## src/rtl/exec_time_monitor.sv

```systemverilog
// exec_time_monitor: NumCh-channel kernel execution-time monitor (last/total/count/max, timeout).
// Define EXEC_MON_MIN_EN to add a per-channel min register readable with rd_sel_i=4.
module exec_time_monitor #(
    parameter int unsigned NumCh      = 4,
    parameter int unsigned CntWidth   = 32,
    parameter int unsigned EvtWidth   = 16,
    parameter int unsigned TailCycles = 0,
    localparam int unsigned ChW       = (NumCh > 1) ? $clog2(NumCh) : 1
) (
    input  logic                clk_i,
    input  logic                rst_ni,
    input  logic                clear_i,
    input  logic [NumCh-1:0]    trig_i,
    input  logic [CntWidth-1:0] timeout_i,
    output logic [NumCh-1:0]    done_o,
    output logic [NumCh-1:0]    timeout_o,
    output logic [NumCh-1:0]    multi_exec_o,
    input  logic                rd_req_i,
    input  logic [ChW-1:0]      rd_ch_i,
    input  logic [2:0]          rd_sel_i,
    output logic                rd_valid_o,
    output logic [CntWidth-1:0] rd_data_o
);
    typedef enum logic [1:0] {IDLE, RUN, TMO} state_e;

    state_e              state_q [NumCh];
    state_e              state_d [NumCh];
    logic [CntWidth-1:0] run_q   [NumCh];
    logic [CntWidth-1:0] run_d   [NumCh];
    logic [CntWidth-1:0] last_q  [NumCh];
    logic [CntWidth-1:0] last_d  [NumCh];
    logic [CntWidth-1:0] total_q [NumCh];
    logic [CntWidth-1:0] total_d [NumCh];
    logic [CntWidth-1:0] max_q   [NumCh];
    logic [CntWidth-1:0] max_d   [NumCh];
    logic [EvtWidth-1:0] count_q [NumCh];
    logic [EvtWidth-1:0] count_d [NumCh];
    logic [CntWidth:0]   dur_ext [NumCh];
    logic [CntWidth-1:0] dur     [NumCh];
    logic [CntWidth:0]   tot_ext [NumCh];
`ifdef EXEC_MON_MIN_EN
    logic [CntWidth-1:0] min_q   [NumCh];
    logic [CntWidth-1:0] min_d   [NumCh];
`endif
    logic [NumCh-1:0]    trig_q, trig_d;
    logic [NumCh-1:0]    done_q, done_d;
    logic [NumCh-1:0]    tmo_q, tmo_d;
    logic                rd_valid_q, rd_valid_d;
    logic [CntWidth-1:0] rd_data_q, rd_data_d;
    logic [CntWidth-1:0] rd_min;

    always_comb begin
        trig_d     = trig_i;
        done_d     = '0;
        tmo_d      = tmo_q;
        rd_valid_d = rd_req_i;
        rd_data_d  = '0;
        rd_min     = '0;
        for (int i = 0; i < NumCh; i++) begin
            state_d[i] = state_q[i];
            run_d[i]   = run_q[i];
            last_d[i]  = last_q[i];
            total_d[i] = total_q[i];
            max_d[i]   = max_q[i];
            count_d[i] = count_q[i];
`ifdef EXEC_MON_MIN_EN
            min_d[i]   = min_q[i];
`endif
            dur_ext[i] = {1'b0, run_q[i]} + (CntWidth+1)'(TailCycles);
            dur[i]     = dur_ext[i][CntWidth] ? '1 : dur_ext[i][CntWidth-1:0];
            tot_ext[i] = {1'b0, total_q[i]} + {1'b0, dur[i]};
            if (clear_i) begin
                state_d[i] = IDLE;
                run_d[i]   = '0;
                last_d[i]  = '0;
                total_d[i] = '0;
                max_d[i]   = '0;
                count_d[i] = '0;
                tmo_d[i]   = 1'b0;
`ifdef EXEC_MON_MIN_EN
                min_d[i]   = '1;
`endif
            end else begin
                case (state_q[i])
                    IDLE: if (trig_i[i] && !trig_q[i]) begin
                        state_d[i] = RUN;
                        run_d[i]   = CntWidth'(1);
                    end
                    RUN: if (!trig_i[i]) begin
                        state_d[i] = IDLE;
                        done_d[i]  = 1'b1;
                        last_d[i]  = dur[i];
                        total_d[i] = tot_ext[i][CntWidth] ? '1 : tot_ext[i][CntWidth-1:0];
                        count_d[i] = (count_q[i] == '1) ? count_q[i] : count_q[i] + EvtWidth'(1);
                        max_d[i]   = (dur[i] > max_q[i]) ? dur[i] : max_q[i];
`ifdef EXEC_MON_MIN_EN
                        min_d[i]   = (dur[i] < min_q[i]) ? dur[i] : min_q[i];
`endif
                    end else if (timeout_i != '0 && run_q[i] == timeout_i) begin
                        state_d[i] = TMO;
                        tmo_d[i]   = 1'b1;
                    end else begin
                        run_d[i] = (run_q[i] == '1) ? run_q[i] : run_q[i] + CntWidth'(1);
                    end
                    TMO: if (!trig_i[i]) state_d[i] = IDLE;
                    default: state_d[i] = IDLE;
                endcase
            end
        end
        // Readout samples pre-update state, so a same-cycle stop is not visible yet.
        if (rd_req_i && 32'(rd_ch_i) < NumCh) begin
`ifdef EXEC_MON_MIN_EN
            rd_min = (count_q[rd_ch_i] == '0) ? '0 : min_q[rd_ch_i];
`endif
            rd_data_d = (rd_sel_i == 3'd0) ? last_q[rd_ch_i] :
                        (rd_sel_i == 3'd1) ? total_q[rd_ch_i] :
                        (rd_sel_i == 3'd2) ? CntWidth'(count_q[rd_ch_i]) :
                        (rd_sel_i == 3'd3) ? max_q[rd_ch_i] :
                        (rd_sel_i == 3'd4) ? rd_min : '0;
        end
    end

    always_ff @(posedge clk_i or negedge rst_ni) begin
        if (!rst_ni) begin
            for (int i = 0; i < NumCh; i++) begin
                state_q[i] <= IDLE;
                run_q[i]   <= '0;
                last_q[i]  <= '0;
                total_q[i] <= '0;
                max_q[i]   <= '0;
                count_q[i] <= '0;
`ifdef EXEC_MON_MIN_EN
                min_q[i]   <= '1;
`endif
            end
            trig_q     <= '0;
            done_q     <= '0;
            tmo_q      <= '0;
            rd_valid_q <= 1'b0;
            rd_data_q  <= '0;
        end else begin
            for (int i = 0; i < NumCh; i++) begin
                state_q[i] <= state_d[i];
                run_q[i]   <= run_d[i];
                last_q[i]  <= last_d[i];
                total_q[i] <= total_d[i];
                max_q[i]   <= max_d[i];
                count_q[i] <= count_d[i];
`ifdef EXEC_MON_MIN_EN
                min_q[i]   <= min_d[i];
`endif
            end
            trig_q     <= trig_d;
            done_q     <= done_d;
            tmo_q      <= tmo_d;
            rd_valid_q <= rd_valid_d;
            rd_data_q  <= rd_data_d;
        end
    end

    always_comb begin
        for (int i = 0; i < NumCh; i++) multi_exec_o[i] = count_q[i] > EvtWidth'(1);
    end

    assign done_o     = done_q;
    assign timeout_o  = tmo_q;
    assign rd_valid_o = rd_valid_q;
    assign rd_data_o  = rd_data_q;
endmodule
```

## config.mk

```make
export PLATFORM = sky130hd
export DESIGN_NAME = exec_time_monitor
export DESIGN_NICKNAME = d
export VERILOG_FILES = /design/src/rtl/exec_time_monitor.sv
export SDC_FILE = /design/constraint.sdc
export NUM_CORES = 2
export LEC_CHECK = 0
export CAP_MARGIN = 20
export CORE_MARGIN = 4
export CORE_UTILIZATION = 55
export DETAILED_ROUTE_END_ITERATION = 16
export PLACE_DENSITY = 0.83
export SYNTH_ARGS = -nofsm -noshare
export SYNTH_HDL_FRONTEND = slang
export SYNTH_SLANG_ARGS = --single-unit
```

## constraint.sdc

```tcl
create_clock -name clk_i -period 8.84 [get_ports clk_i]
set_input_delay 2.652 -clock clk_i [delete_from_list [all_inputs] [get_ports clk_i]]
set_output_delay 2.652 -clock clk_i [all_outputs]
set_load 0.1 [all_outputs]
```

======== After elaboration in Yosys (flattened, before gate mapping) ========
Index checks and enable logic that the tools add are counted.
operators by class
  mux-type cells .......................... 153
  add/subtract/negate cells ............... 12
  bitwise logic cells ..................... 1
  $lt $le $gt $ge ......................... 9
  reduce and logical (&&, ||, !) cells .... 62
  equality and inequality tests ........... 55
operators with widths
  operator               count
  $mux 32                75
  $mux 16                18
  $pmux 32 s2            4
  $bmux 32 s2            3
  $add 32x32->33         4
  $add 32x1->32 const B  4
  $eq 32x32->1           4
  $eq 32x32->1 const B   4
  $gt 32x32->1           4
  $add 16x1->16 const B  4
  $eq 16x16->1 const B   4
  $gt 16x1->1 const B    4
  $ne 3x3->1 const B     20
  $reduce_and 3->1       16
  $mux 2                 20
  $bmux 16 s2            1
  $reduce_bool 2->1      16
  $reduce_bool 32->1     1
  $mux 1                 28
  $pmux 2 s3             4
  $reduce_and 5->1       4
  $ne 2x2->1 const B     8
  $ne 4x4->1 const B     4
  $reduce_bool 3->1      4
  other kinds (11)       34
word-level totals
  input port bits ......................... 45
  logic and storage cells ................. 324
  output and inout port bits .............. 45
  flip-flop bits (word level) ............. 629

======== Logic depth before layout (Yosys ltp) ========
  depth after elaboration ................. 9
  depth in mapped cells ................... 13
  mapped depth without buffers ............ 11

======== Least setup slack after synthesis ========
No wires, ideal clock.
  kind .................................... input to register
  start point ............................. input port rd_ch_i[0]
  end point ............................... register rd_data_q[30], in the netlist rd_data_o[30]
  setup slack ............................. 4022 ps
  setup time .............................. 132 ps
  arrival time ............................ 4686 ps
  buffers on the path ..................... 4
  data required time ...................... 8708 ps
  cell stages on the path ................. 8
  cells stage by stage .................... clkbuf_1 buf_2 buf_1 clkbuf_1 mux4_2 mux2_2 a22oi_1 nor2_1
on the way
  longest elaborated chain between the ends .. 9
  elaborated cells between the ends (all ways) .. 15
  classes of those cells .................. mux: 14; bitwise: 1
ends and longest elaborated chain
  item                                        line           source
  start, declared                             19             input logic [ChW-1:0] rd_ch_i,
  $not 2->3 (implied by the code) *           115, 116, 118
  $bmux 32 s2                                 118            (rd_sel_i == 3'd3) ? max_q[rd_ch_i] :
  $mux 32 (implied by the code) (2 in a row)  118
  $mux 32                                     118
  $mux 32                                     117            (rd_sel_i == 3'd2) ? CntWidth'(count_q[rd_ch_i]) :
  $mux 32                                     116            (rd_sel_i == 3'd1) ? total_q[rd_ch_i] :
  $mux 32 *                                   115            rd_data_d = (rd_sel_i == 3'd0) ? last_q[rd_ch_i] :
  $mux 32 *                                   111            if (rd_req_i && 32'(rd_ch_i) < NumCh) begin
  via rd_data_d[30]                           49             logic [CntWidth-1:0] rd_data_q, rd_data_d;
  end signal, assigned                        157            rd_data_q <= rd_data_d;
  end, declared                               49
The timed path passes the listed nets; every way through them passes the cells marked *. The select of a mux whose other input is x is not followed.
A chain may end at the register's enable or synchronous reset.

======== Worst setup path in the final report ========
  start point ............................. register count_q[48] (netlist name)
  end point ............................... output port multi_exec_o[0]
on the way
  longest elaborated chain between the ends .. 1
ends and longest elaborated chain
  item                             line  source
  start, declared                  36    logic [EvtWidth-1:0] count_q [NumCh];
  start signal, assigned by index  148   count_q[i] <= count_d[i];
  $gt 16x1->1                      162   for (int i = 0; i < NumCh; i++) multi_exec_o[i] = count_q[i] > EvtWidth'(1);
  end, declared                    17    output logic [NumCh-1:0] multi_exec_o,
No other way between the ends.

==> summary.txt <==
Place
  – Port bufs: 89
  – Final Wtd Congestion: 1.06
  – DP HPWL: 108000 µm

Synth
  – Mapped Avg Cell Area: 9.11 µm²
  – Yosys warnings: 0
  – Most common library cells after synthesis: dfrtp_1 (629), nand2_1 (465), nor2_1 (411), o21ai_0 (395), a21oi_1 (369)
  – Seq/Total Area, Yosys: 37.9%
  – Yosys top cell area share: 37.9%
  – EDFF count, synth: 0
  – Synth Flop Type: dfrtp_1
  – Most common cell in the netlist: dfrtp_1
  – Post-Syn Nets: 4882
  – Yosys cell types: 76
  – Yosys reg bits: 629
  – Post-Synthesis Cells: 4561
  – Yosys top cell by area: dfrtp_1
  – Ys async rst share: 100%
  – Post-Syn Area: 41600 µm²
  – Synth area leaders: dfrtp_1 (38%), ha_1 (8.2%), mux4_2 (6.1%)

Routing
  – Vias per inst: 6.86
  – Total number of vias: 37900
  – Met3 WL: 20500 µm
  – M1 WL: 56700 µm
  – Met2 routed WL: 63700 µm
  – 1st-pass router iterations: 6
  – Drt drc: 0
  – Routed len/inst: 28.2 µm
  – Routed wire length: 156000 µm
  – ANT nets after route: 0
  – Highest Signal Layer: met5
  – DR iter-0 viols: 5851

Clocking
  – TritonCTS buffer count: 70
  – # resized after CTS: 0
  – CTS Hold Bufs: 0
  – CTS HTree Levels: 3
  – Setup Fix Bufs, Post-CTS: 0
  – CTS tree: yes
  – Worst-skew pair later-pin latency: 0.64 ns
  – CTS Sinks: 629
  – Root Buffer: clkbuf_16
  – Reg clk slew, reported paths: 0.06 ns
  – Clock buffer depth: 3

Power
  – Cell Int Power: 4770 µW
  – Clock Power Share: 46.4%
  – Maximum VDD drop: 0.000125 V
  – Leak: 0.0206 µW
  – Power Total: 6460 µW
  – Sequential group share of total power: 45.5%
  – Sw Ratio: 26.1%
  – Switching pwr: 1680 µW
  – Combinational share of power: 8.1%
  – Power per Cell Area: 142 nW/µm²

Timing
  – Final Hold Viols: 0
  – Tightest Pin Transition: 1.23 ns
  – RSZ-0062 raised after global routing: no
  – Final setup vio count: 0
  – Tcrit/Tclk final: 63.6%
  – FMAX: 178 MHz
  – Setup TNS: 0 ns
  – Final setup skew: 0.0316 ns
  – Minimum clock period: 5.62 ns
  – Relative slew slack: 18.2%
  – Slew Viols, Final: 0

Flow run
  – Max Cap Violations: 0

Global routing
  – Largest net degree at the start of global routing: 166
  – Via count of the first global-routing pass: 36000
  – Antenna violations before repair: 15
  – GRT Resource Usage Total: 38.4%
  – First-pass GRT wire length: 229000 µm
  – GRT overflow: 0

Floorplan
  – Num rows: 100
  – Core area: 74700 µm²
  – Die W: 283 µm
  – IO Pins: 90
  – Starting Density: 55.6%
  – Die Span Y: 283 µm
  – Die area: 80000 µm²

Setup path
  – Worst path slowest cell: clkdlybuf4s50_1
  – Crit start category: register
  – Crit path kind: register to output port
  – Largest fanout on the critical path: 7
  – Crit-path max cell delay: 1.26 ns
  – Arr. time, crit path: 2.97 ns
  – Crit path cell chain: inv_1 > ha_1 > nor2_1 > nor3_1 > nand4_1 > clkdlybuf4s50_1
  – CP Capture Type: output port
  – Worst EP required: 6.19 ns

Finish
  – # fillers: 6075
  – Area Growth Syn to Fin: 9.51%
  – Final net count: 4809
  – Layout cells sized above 1: 8.35%

Outcome
  – Status: finished, final reports clean

Min path
  – Hold crit path type: register to register
## area by class of cell
type / instances / area, µm² / share of cell area (%)
multi-input combinational: 3420 / 23900 / 52.5
sequential: 629 / 15700 / 34.6
clock buffer: 96 / 1940 / 4.26
timing repair buffer: 183 / 1670 / 3.66
tap: 969 / 1210 / 2.66
inverter: 184 / 692 / 1.52
clock inverter: 28 / 345 / 0.759
antenna: 14 / 35.0 / 0.0770
## cell families (layout without fill, tap and decap cells)
logic type                 count (synthesis)  count (layout)  synth area share (%)
and+or+nand+nor                         1367            1367                  15.3
buffers and inverters                    512             491                  4.93
AOI/OAI and AO/OA                       1202            1202                  17.1
xor gates and xnor gates                 291             291                  6.13
DFF                                      629             629                  37.9
adders and majority gates                276             276                  8.38
other                                      0              14                     0
muxes                                    284             284                  10.3
## path summary, 6_finish.rpt
kind                             startpoint               to  slack (ns)  cells after the start
min in group asynchronous            rst_ni      total_q[25]        2.06                      1
worst max-delay path            count_q[48]  multi_exec_o[0]        3.22                      6
worst max register to register     run_q[0]      total_q[13]        4.54                     12
worst min register to register   state_q[7]       state_q[6]        0.49                      1
worst min-delay path             state_q[7]       state_q[6]        0.49                      1
max in group asynchronous            rst_ni        max_q[49]        5.31                      2
## cells in the final DEF (no fill, tap or decap), types with 31 or more instances in the layout
cell,count
inv_1,182
o21ai_0,395
xnor2_1,62
a211oi_1,45
dfrtp_1,629
nor2b_1,36
a21oi_1,365
buf_4,87
a22o_1,32
o31ai_1,45
clkdlybuf4s50_1,83
a31oi_1,51
xor2_1,229
mux2i_1,151
nor4_1,75
nand2_1,465
nand4_1,101
clkbuf_16,71
nand2b_1,31
mux4_2,112
a21o_1,106
nor2_1,409
nor3_1,38
nand3_1,75
and3_1,47
ha_1,272
## registers in the layout, summed over array words and instances, names as in the netlist
signal      flops
count_q        64
done_o          4
last_q        128
max_q         128
rd_data_o      32
rd_valid_o      1
run_q         128
state_q         8
timeout_o       4
total_q       128
trig_q          4
## per-layer routing
metal / up-vias / global-route usage [%]
li1: 16200 / -
met5: - / 0
met3: 699 / 12.2
met4: 4 / 28.6
met1: 18300 / 49.4
met2: 2781 / 54.3
## power groups by stage
stage	sequential (µW)	combinational [µW]	clock [µW]
finish	2940	524	2990
detailed placement	2990	509	0
CTS	2940	512	3010
global route	2940	556	3130
global placement	2990	504	0
floorplan	3000	282	0
## through the flow
stage               hold WS [ns]  utilization, %  cells  worst slack, ns  instance area (µm²)
global route               0.516            60.9   5510             3.11                45500
CTS                        0.489            60.9   5508             3.23                45500
global placement           0.463            57.8   5383             2.67                43200
detailed placement         0.476            57.8   5384             2.77                43200
finish                     0.488            60.9   5523             3.22                45500
floorplan                  0.445               -   4561             4.02                41600
## worst max-delay path, delay by kind of cell, from the launching register on
| family | cells | cell delay [ns] |
|---|---|---|
| buf+inv | 2 | 1.34 |
| simple gates | 3 | 0.29 |
| fa+ha+maj | 1 | 0.20 |
| flops | 1 | 0.50 |
Power figures use the tool's default switching activity.
